[config.mk]
export PLATFORM = sky130hd
export DESIGN_NAME = bell_sequencer_flat
export DESIGN_NICKNAME = d
export VERILOG_FILES = /design/src/rtl/bell_sequencer_if.sv /design/src/rtl/bell_sequencer.sv /design/src/flat_wrapper.sv
export SDC_FILE = /design/constraint.sdc
export NUM_CORES = 1
export LEC_CHECK = 0
export ABC_AREA = 1
export BUFFER_PORTS_ARGS = -buffer_cell sky130_fd_sc_hd__buf_2
export CAP_MARGIN = 20
export CORE_AREA = 2 2 72 74
export DETAILED_ROUTE_END_ITERATION = 6
export DIE_AREA = 0 0 74 76
export PLACE_DENSITY = 0.73
export SLEW_MARGIN = 10
export SYNTH_ARGS = -nofsm -noshare
export SYNTH_HDL_FRONTEND = slang
export SYNTH_SLANG_ARGS = --single-unit
[constraint.sdc]
create_clock -name CP -period 5.16 [get_ports CP]
set_input_delay 0.258 -clock CP [delete_from_list [all_inputs] [get_ports CP]]
set_output_delay 0.258 -clock CP [all_outputs]
set_load 0.005 [all_outputs]
[src/rtl/bell_sequencer_if.sv]
// Signal bundle between the timekeeping side (time counter, tone dividers, keys)
// and the bell sequencer that owns the buzzer pin.
interface bell_sequencer_if;
  logic        sec_tick;
  logic [23:0] hms;
  logic        toll_en;
  logic        alarm_en;
  logic [15:0] alarm_hm;
  logic        stop_key;
  logic        c500;
  logic        c1k;
  logic        bell;
  logic        busy;
  logic        alarm_active;
  logic [3:0]  strikes_left;

  modport master (
    output sec_tick, hms, toll_en, alarm_en, alarm_hm, stop_key, c500, c1k,
    input  bell, busy, alarm_active, strikes_left
  );

  modport slave (
    input  sec_tick, hms, toll_en, alarm_en, alarm_hm, stop_key, c500, c1k,
    output bell, busy, alarm_active, strikes_left
  );
endinterface

[src/rtl/bell_sequencer.sv]
// Hourly strike / minute alarm sequencer driving the single buzzer output.
// The alarm has priority over the strike; the silence key aborts either one.
module bell_sequencer #(
  parameter int ALARM_SECS = 60
) (
  input  logic            CP,
  input  logic            nCR,
  bell_sequencer_if.slave bus
);

  typedef enum logic [1:0] {
    IDLE       = 2'd0,
    STRIKE_ON  = 2'd1,
    STRIKE_OFF = 2'd2,
    ALARM      = 2'd3
  } state_t;

  state_t      state, state_nxt;
  logic [3:0]  strikes, strikes_nxt;
  logic [5:0]  cnt, cnt_nxt;
  logic        gate, gate_nxt;
  logic        tone_sel, tone_sel_nxt;
  logic [3:0]  hour12;
  logic        strike_trig, alarm_trig, in_strike;

  // BCD 24-hour value to 12-hour strike count; 0 means "do not strike".
  function automatic logic [3:0] to_hour12(input logic [7:0] h);
    logic [3:0] tens, ones;
    logic [4:0] bin;
    logic       valid;
    tens  = h[7:4];
    ones  = h[3:0];
    valid = (ones <= 4'd9) && ((tens <= 4'd1) || (tens == 4'd2 && ones <= 4'd3));
    case (tens)
      4'd0:    bin = {1'b0, ones};
      4'd1:    bin = {1'b0, ones} + 5'd10;
      default: bin = {1'b0, ones} + 5'd20;
    endcase
    if (!valid)
      to_hour12 = 4'd0;
    else if (bin == 5'd0)
      to_hour12 = 4'd12;
    else if (bin <= 5'd12)
      to_hour12 = bin[3:0];
    else
      to_hour12 = 4'(bin - 5'd12);
  endfunction

  assign hour12      = to_hour12(bus.hms[23:16]);
  assign strike_trig = bus.sec_tick && bus.toll_en && (bus.hms[15:0] == 16'h0000) &&
                       (hour12 != 4'd0);
  assign alarm_trig  = bus.sec_tick && bus.alarm_en && (bus.hms[23:8] == bus.alarm_hm) &&
                       (bus.hms[7:0] == 8'h00);
  assign in_strike   = (state == STRIKE_ON) || (state == STRIKE_OFF);

  always_comb begin
    state_nxt   = state;
    strikes_nxt = strikes;
    cnt_nxt     = cnt;
    if (state != IDLE && bus.stop_key) begin
      state_nxt   = IDLE;
      strikes_nxt = 4'd0;
      cnt_nxt     = 6'd0;
    end else if ((in_strike && !bus.toll_en) || (state == ALARM && !bus.alarm_en)) begin
      state_nxt   = IDLE;
      strikes_nxt = 4'd0;
      cnt_nxt     = 6'd0;
    end else if (in_strike && alarm_trig) begin
      state_nxt   = ALARM;
      strikes_nxt = 4'd0;
      cnt_nxt     = 6'd0;
    end else begin
      case (state)
        IDLE: begin
          // A silence key coinciding with a trigger keeps us idle.
          if (!bus.stop_key) begin
            if (alarm_trig) begin
              state_nxt = ALARM;
              cnt_nxt   = 6'd0;
            end else if (strike_trig) begin
              state_nxt   = STRIKE_ON;
              strikes_nxt = hour12;
            end
          end
        end
        STRIKE_ON: begin
          if (bus.sec_tick) begin
            state_nxt   = STRIKE_OFF;
            strikes_nxt = strikes - 4'd1;
          end
        end
        STRIKE_OFF: begin
          if (bus.sec_tick)
            state_nxt = (strikes == 4'd0) ? IDLE : STRIKE_ON;
        end
        ALARM: begin
          if (bus.sec_tick) begin
            if (cnt == 6'(ALARM_SECS - 1)) begin
              state_nxt = IDLE;
              cnt_nxt   = 6'd0;
            end else begin
              cnt_nxt = cnt + 6'd1;
            end
          end
        end
        default: state_nxt = IDLE;
      endcase
    end
  end

  // Gate and tone select are registered from the next state so the only
  // combinational path to the pin is the final AND with the tone.
  always_comb begin
    gate_nxt     = (state_nxt == STRIKE_ON) || (state_nxt == ALARM && !cnt_nxt[0]);
    tone_sel_nxt = (state_nxt == ALARM);
  end

  always_ff @(posedge CP or negedge nCR) begin
    if (!nCR) begin
      state    <= IDLE;
      strikes  <= 4'd0;
      cnt      <= 6'd0;
      gate     <= 1'b0;
      tone_sel <= 1'b0;
    end else begin
      state    <= state_nxt;
      strikes  <= strikes_nxt;
      cnt      <= cnt_nxt;
      gate     <= gate_nxt;
      tone_sel <= tone_sel_nxt;
    end
  end

  assign bus.bell         = gate & (tone_sel ? bus.c1k : bus.c500);
  assign bus.busy         = (state != IDLE);
  assign bus.alarm_active = (state == ALARM);
  assign bus.strikes_left = strikes;

endmodule

[src/flat_wrapper.sv]
// flat-port wrapper written by rule: the top's interface ports become plain ports
module bell_sequencer_flat 
#(
  parameter int ALARM_SECS = 60
)
  (CP, nCR, bus_sec_tick, bus_hms, bus_toll_en, bus_alarm_en, bus_alarm_hm, bus_stop_key, bus_c500, bus_c1k, bus_bell, bus_busy, bus_alarm_active, bus_strikes_left);
  bell_sequencer_if bus_i ();
  input  logic CP;
  input  logic nCR;
  input wire logic [$bits(bus_i.sec_tick)-1:0] bus_sec_tick;
  input wire logic [$bits(bus_i.hms)-1:0] bus_hms;
  input wire logic [$bits(bus_i.toll_en)-1:0] bus_toll_en;
  input wire logic [$bits(bus_i.alarm_en)-1:0] bus_alarm_en;
  input wire logic [$bits(bus_i.alarm_hm)-1:0] bus_alarm_hm;
  input wire logic [$bits(bus_i.stop_key)-1:0] bus_stop_key;
  input wire logic [$bits(bus_i.c500)-1:0] bus_c500;
  input wire logic [$bits(bus_i.c1k)-1:0] bus_c1k;
  output wire logic [$bits(bus_i.bell)-1:0] bus_bell;
  output wire logic [$bits(bus_i.busy)-1:0] bus_busy;
  output wire logic [$bits(bus_i.alarm_active)-1:0] bus_alarm_active;
  output wire logic [$bits(bus_i.strikes_left)-1:0] bus_strikes_left;
  assign bus_i.sec_tick = bus_sec_tick;
  assign bus_i.hms = bus_hms;
  assign bus_i.toll_en = bus_toll_en;
  assign bus_i.alarm_en = bus_alarm_en;
  assign bus_i.alarm_hm = bus_alarm_hm;
  assign bus_i.stop_key = bus_stop_key;
  assign bus_i.c500 = bus_c500;
  assign bus_i.c1k = bus_c1k;
  assign bus_bell = bus_i.bell;
  assign bus_busy = bus_i.busy;
  assign bus_alarm_active = bus_i.alarm_active;
  assign bus_strikes_left = bus_i.strikes_left;
  bell_sequencer #(.ALARM_SECS(ALARM_SECS)) u_core (.CP(CP), .nCR(nCR), .bus(bus_i));
endmodule
# --- Yosys cells after proc, flatten, opt, wreduce, memory -nomap -nowiden ---
# Index checks and enable logic that the tools add are counted.
op_classes:
  addsub: 5
  order_cmp: 4
  n_eq_ne: 15
  muxes: 33
  bitwise_logic: 1
  n_reduce_logical: 32
op_table:
  columns: ["cell", "count"]
  rows:
  - ["$mux 6", 7]
  - ["$mux 4", 10]
  - ["$mux 2", 10]
  - ["$eq 16x16->1", 1]
  - ["$logic_not 16->1", 1]
  - ["$logic_and 1x1->1", 13]
  - ["$pmux 6 s2", 1]
  - ["$ne 5x1->1 const B", 2]
  - ["$ne 5x2->1 const B", 2]
  - ["$ne 5x5->1 const B", 2]
  - ["$pmux 5 s2", 1]
  - ["$reduce_bool 5->1", 2]
  - ["$logic_not 4->1", 2]
  - ["$logic_not 8->1", 1]
  - ["$pmux 2 s4", 1]
  - ["$pmux 4 s2", 1]
  - ["$add 6x1->6 const B", 1]
  - ["$eq 2x2->1 const B", 3]
  - ["$eq 6x6->1 const B", 1]
  - ["$add 4x4->5 const B", 1]
  - ["$add 4x5->5 const B", 1]
  - ["$le 5x4->1 const B", 1]
  - ["$logic_not 5->1", 1]
  - ["$reduce_and 5->1", 1]
  - ["other kinds (16)", 23]
totals:
  ff_bits: 14
  input_bits: 48
  out_inout_bits: 7

# --- Longest topological paths before layout ---
depth:
  depth_word: 18
  depth_mapped: 22
  depth_no_buf: 22

# --- Worst setup path after synthesis ---
# No wires, ideal clock.
synth_path:
  path_kind: "reg-to-reg"
  from: "register u_core.state[0]"
  to: "register u_core.strikes[1], in the netlist u_core.bus.strikes_left[1]"
  setup_ns: 0.128
  arrival_ns: 1.956
  required_ns: 5.032
  slack_ns: 3.076
  stages_incl_launch_ff: 13
  path_buffers: 0
  period_less_slack_ns: 2.084
  cell_sequence: "dfrtp_1 inv_1 ha_1 inv_1 o22ai_1 nor2_1 inv_1 nor2_2 clkinv_1 nor2_1 a21oi_4 nor2_2 a21oi_2"
synth_between:
  elab_chain_len: 6
synth_lines:
  columns: ["element", "line", "rtl"]
  rows:
  - ["start, declared", "bell_sequencer.sv:18", "state_t state, state_nxt;"]
  - ["start signal, assigned", "bell_sequencer.sv:126", "state <= state_nxt;"]
  - ["$eq 2x1->1 or $eq 2x2->1 (tied branches)", "bell_sequencer.sv:54, bell_sequencer.sv:73", null]
  - ["$logic_or 1x1->1", "bell_sequencer.sv:54", "assign in_strike = (state == STRIKE_ON) || (state == STRIKE_OFF);"]
  - ["$logic_and 1x1->1, on equally long branches", "bell_sequencer.sv:64, bell_sequencer.sv:68", null]
  - ["$logic_or 1x1->1 or $mux 4 (tied branches)", "bell_sequencer.sv:64, bell_sequencer.sv:68", null]
  - ["$ne 5x1->1 (no source line) (tied with other cells)", null, null]
  - ["$reduce_and 5->1 (no source line) or $mux 4 (tied branches)", null, null]
  - ["end signal, assigned", "bell_sequencer.sv:127", "strikes <= strikes_nxt;"]
  - ["end, declared", "bell_sequencer.sv:19", "logic [3:0] strikes, strikes_nxt;"]
# Parallel ways exist; a longest one is shown, timed or not.
# A chain may end at the register's enable or synchronous reset.

# --- Worst setup path after layout ---
layout_path:
  from: "register u_core.state[0]"
  to: "register u_core.strikes[3], in the netlist u_core.bus.strikes_left[3]"
# The elaborated chain is that of the path after synthesis.

==> results.ini <==
[floorplan]
io_pins=55
initial_core_util_pct=38.26
fp-row-count=26
core_area_um2=4912
dieArea_um2=5624
die_x_um=74
dieHeight_um=76

[logic_synthesis]
synthMuxAreaShare_pct=0
synth-edff-count=0
synth_top_family_by_area=simple AND/OR/NAND/NOR gates
synth_adder_area_share_pct=9.987
yosys_warnings=0
syn_area_per_cell_um2=6.223
synth_area_leaders=dfrtp_1 (19%), nand2_1 (12%), ha_1 (10%)
netlist_area_um2=1879
synth_seq_area_share_pct=18.64
ys_types=36
synth-seq-cells=14
syn_inst=302
synth_compound_area_share_pct=13.32
synth.net_count=365
async_flop_share_pct=100.0
synth-simple-area-share_pct=42.54
synth-xor-area-share_pct=5.126
yosysTopAreaCell=dfrtp_1
synth_top_area_share_pct=18.64
ys.flop_type=dfrtp_1
synth_common_cells=nand2_1 (62), inv_1 (48), nor2_1 (44), o21ai_0 (18)
synth.most_common_cell=nand2_1

[routing]
drc=0
drtAntennaViolNets=0
num_vias=2061
drt_iter0_drc=102
dr.pass1.iters=4
via_per_inst=4.782
routed_wl_um=4806
route.detailed.wl_per_inst_um=11.15

[critical_path]
path_cells=inv_1 > ha_1 > inv_1 > o22ai_1 > nor2_1 > inv_1 > nor2_2 > clkinv_1 > nor2_1 > a21oi_4 > nand2_1 > o21ai_1
crit_type=flip-flop to flip-flop
cp.depth=12
rrSetupSlack_ns=2.68
reg2regPathDepth=12
reg2reg_to=u_core.bus.strikes_left[3]
slowest_stage=dfrtp_1
cp_data_arrival_time_ns=2.61
reg2reg_from=u_core.state[0]
critical_path_buf_inv_count=4
crit_top_cell=inv_1
max_stage_delay_ns=0.41
crit_required_ns=5.29
worstSetupEndpointType=flip-flop
path_max_fanout=8
cpLargestDelayFamily=simple AND/OR/NAND/NOR gates
start_kind=flip-flop

[global_route]
grt_max_degree=15
overflow=0
grt_pass1_vias=1878
grt_pass1_wl_um=7810
grt_use_total_pct=16.90
antenna_found_initial=0

[clock_tree]
max-clock-path-buffers=2
cts-root-buf=clkbuf_8
cts-hold-fix-buffers=1
cts_tree=yes
cts_repair_resize_count=0
htree_num_levels=1
path_clk_slew_ns=0.06
cts_setup_buffers=0
cts.sinks=14
numCtsBuffers=3
insertion_delay_ns=0.25

[outcome]
status=finished clean

[layout]
n_antenna_cell=0
syn_to_final_growth_pct=22.50
drive_gt1_share_pct=23.82
final_nets=425

[power]
leakage_nw=1.251
finalPower_w=0.0004611
ir_drop_uv=178.1
power_density_nw_per_um2=200.3

[place]
dp_hpwl_um=4034
gp_congestion=0.8962
portBuffers=54

[flow_run]
maxCapViolations=0

[sta]
drv_slew=0
max_freq_mhz=404.0
fin_tns_setup_ns=0
tightest_slew_ns=0.5267
setup_viol=0
fin_crit_ns=2.476
fin_skew_ns=0.001361
rsz0062_at_grt=false
final-hold-violation-count=0
final.period_utilization_pct=47.97
relSlewSlack_pct=64.62

[hold_path]
hold_path.class=input pin to asynchronous set/reset pin

==> metal layers <==
metal  part of all wire, %  GRT usage [%]  vias up
met1                    48          22.96      913
li1                      -              -     1088
met3                   5.3          2.381        6
met4                   1.1          3.818        0
met5                     0              0        -
met2                    46          28.04       54
==> metrics by stage <==
stage	utilization, %	cells	setup WS, ns	instance area [um2]	hold WS [ns]
floorplan	-	302	3.076	1879	-0.03759
global placement	45.54	426	2.748	2237	0.1729
detailed placement	45.54	426	2.732	2237	0.1753
CTS	46.87	431	2.720	2302	0.4424
global route	46.87	431	2.485	2302	0.4756
finish	46.87	431	2.685	2302	0.4356
==> kinds of logic after synthesis <==
group                      after synthesis
adders and majority gates               15
and+or+nand+nor                        167
AOI/OAI and AO/OA                       43
xor gates and xnor gates                11
buffers and inverters                   52
DFF                                     14
==> placed cells by master (no fill, tap or decap), drive strengths merged <==
| cell | count |
|---|---|
| clkbuf | 4 |
| and3b | 1 |
| a21oi | 16 |
| dfrtp | 14 |
| nor3 | 6 |
| nand4 | 7 |
| a211oi | 2 |
| and3 | 1 |
| or2 | 7 |
| nand2 | 66 |
| o31ai | 1 |
| nand3b | 2 |
| o22ai | 1 |
| nor4 | 6 |
| a21o | 1 |
| a31oi | 1 |
| o21ai | 21 |
| nor2 | 51 |
| or3 | 1 |
| xor2 | 5 |
| xnor2 | 6 |
| ha | 15 |
| clkinv | 1 |
| nand3 | 18 |
| buf | 54 |
| dlygate4sd3 | 1 |
| nor3b | 1 |
| inv | 51 |
==> how the worst max path moves through the flow <==
stage / slack [ns] / end / start
after floorplan: 3.08 / u_core.bus.strikes_left[1] / u_core.state[0]
after global placement: 2.75 / u_core.tone_sel / bus_hms[19]
after detailed placement: 2.73 / u_core.bus.strikes_left[1] / u_core.state[0]
after CTS: 2.72 / u_core.bus.strikes_left[3] / u_core.state[0]
after global routing: 2.49 / u_core.bus.strikes_left[0] / u_core.state[0]
final: 2.68 / u_core.bus.strikes_left[3] / u_core.state[0]
==> sequential cells by signal, summed over array words and instances, names as in the netlist <==
register / count
u_core.gate: 1
u_core.tone_sel: 1
u_core.state: 2
u_core.bus.strikes_left: 4
u_core.cnt: 6
==> layout make-up <==
type	count	area [um2]
Fill cell	499	2610
Multi-Input combinational cell	236	1334
Sequential cell	14	350.3
Timing Repair Buffer	55	280.3
Inverter	52	195.2
Tap cell	70	87.58
Clock buffer	4	55.05
==> power breakdown <==
group	switching (W)	leakage, nW	internal, W
clock network	0.0000423	0.0288	0.0000677
registers	0.0000140	0.190	0.000129
logic	0.000122	1.03	0.0000854
total	0.000179	1.25	0.000283
Power figures use the tool's default switching activity.
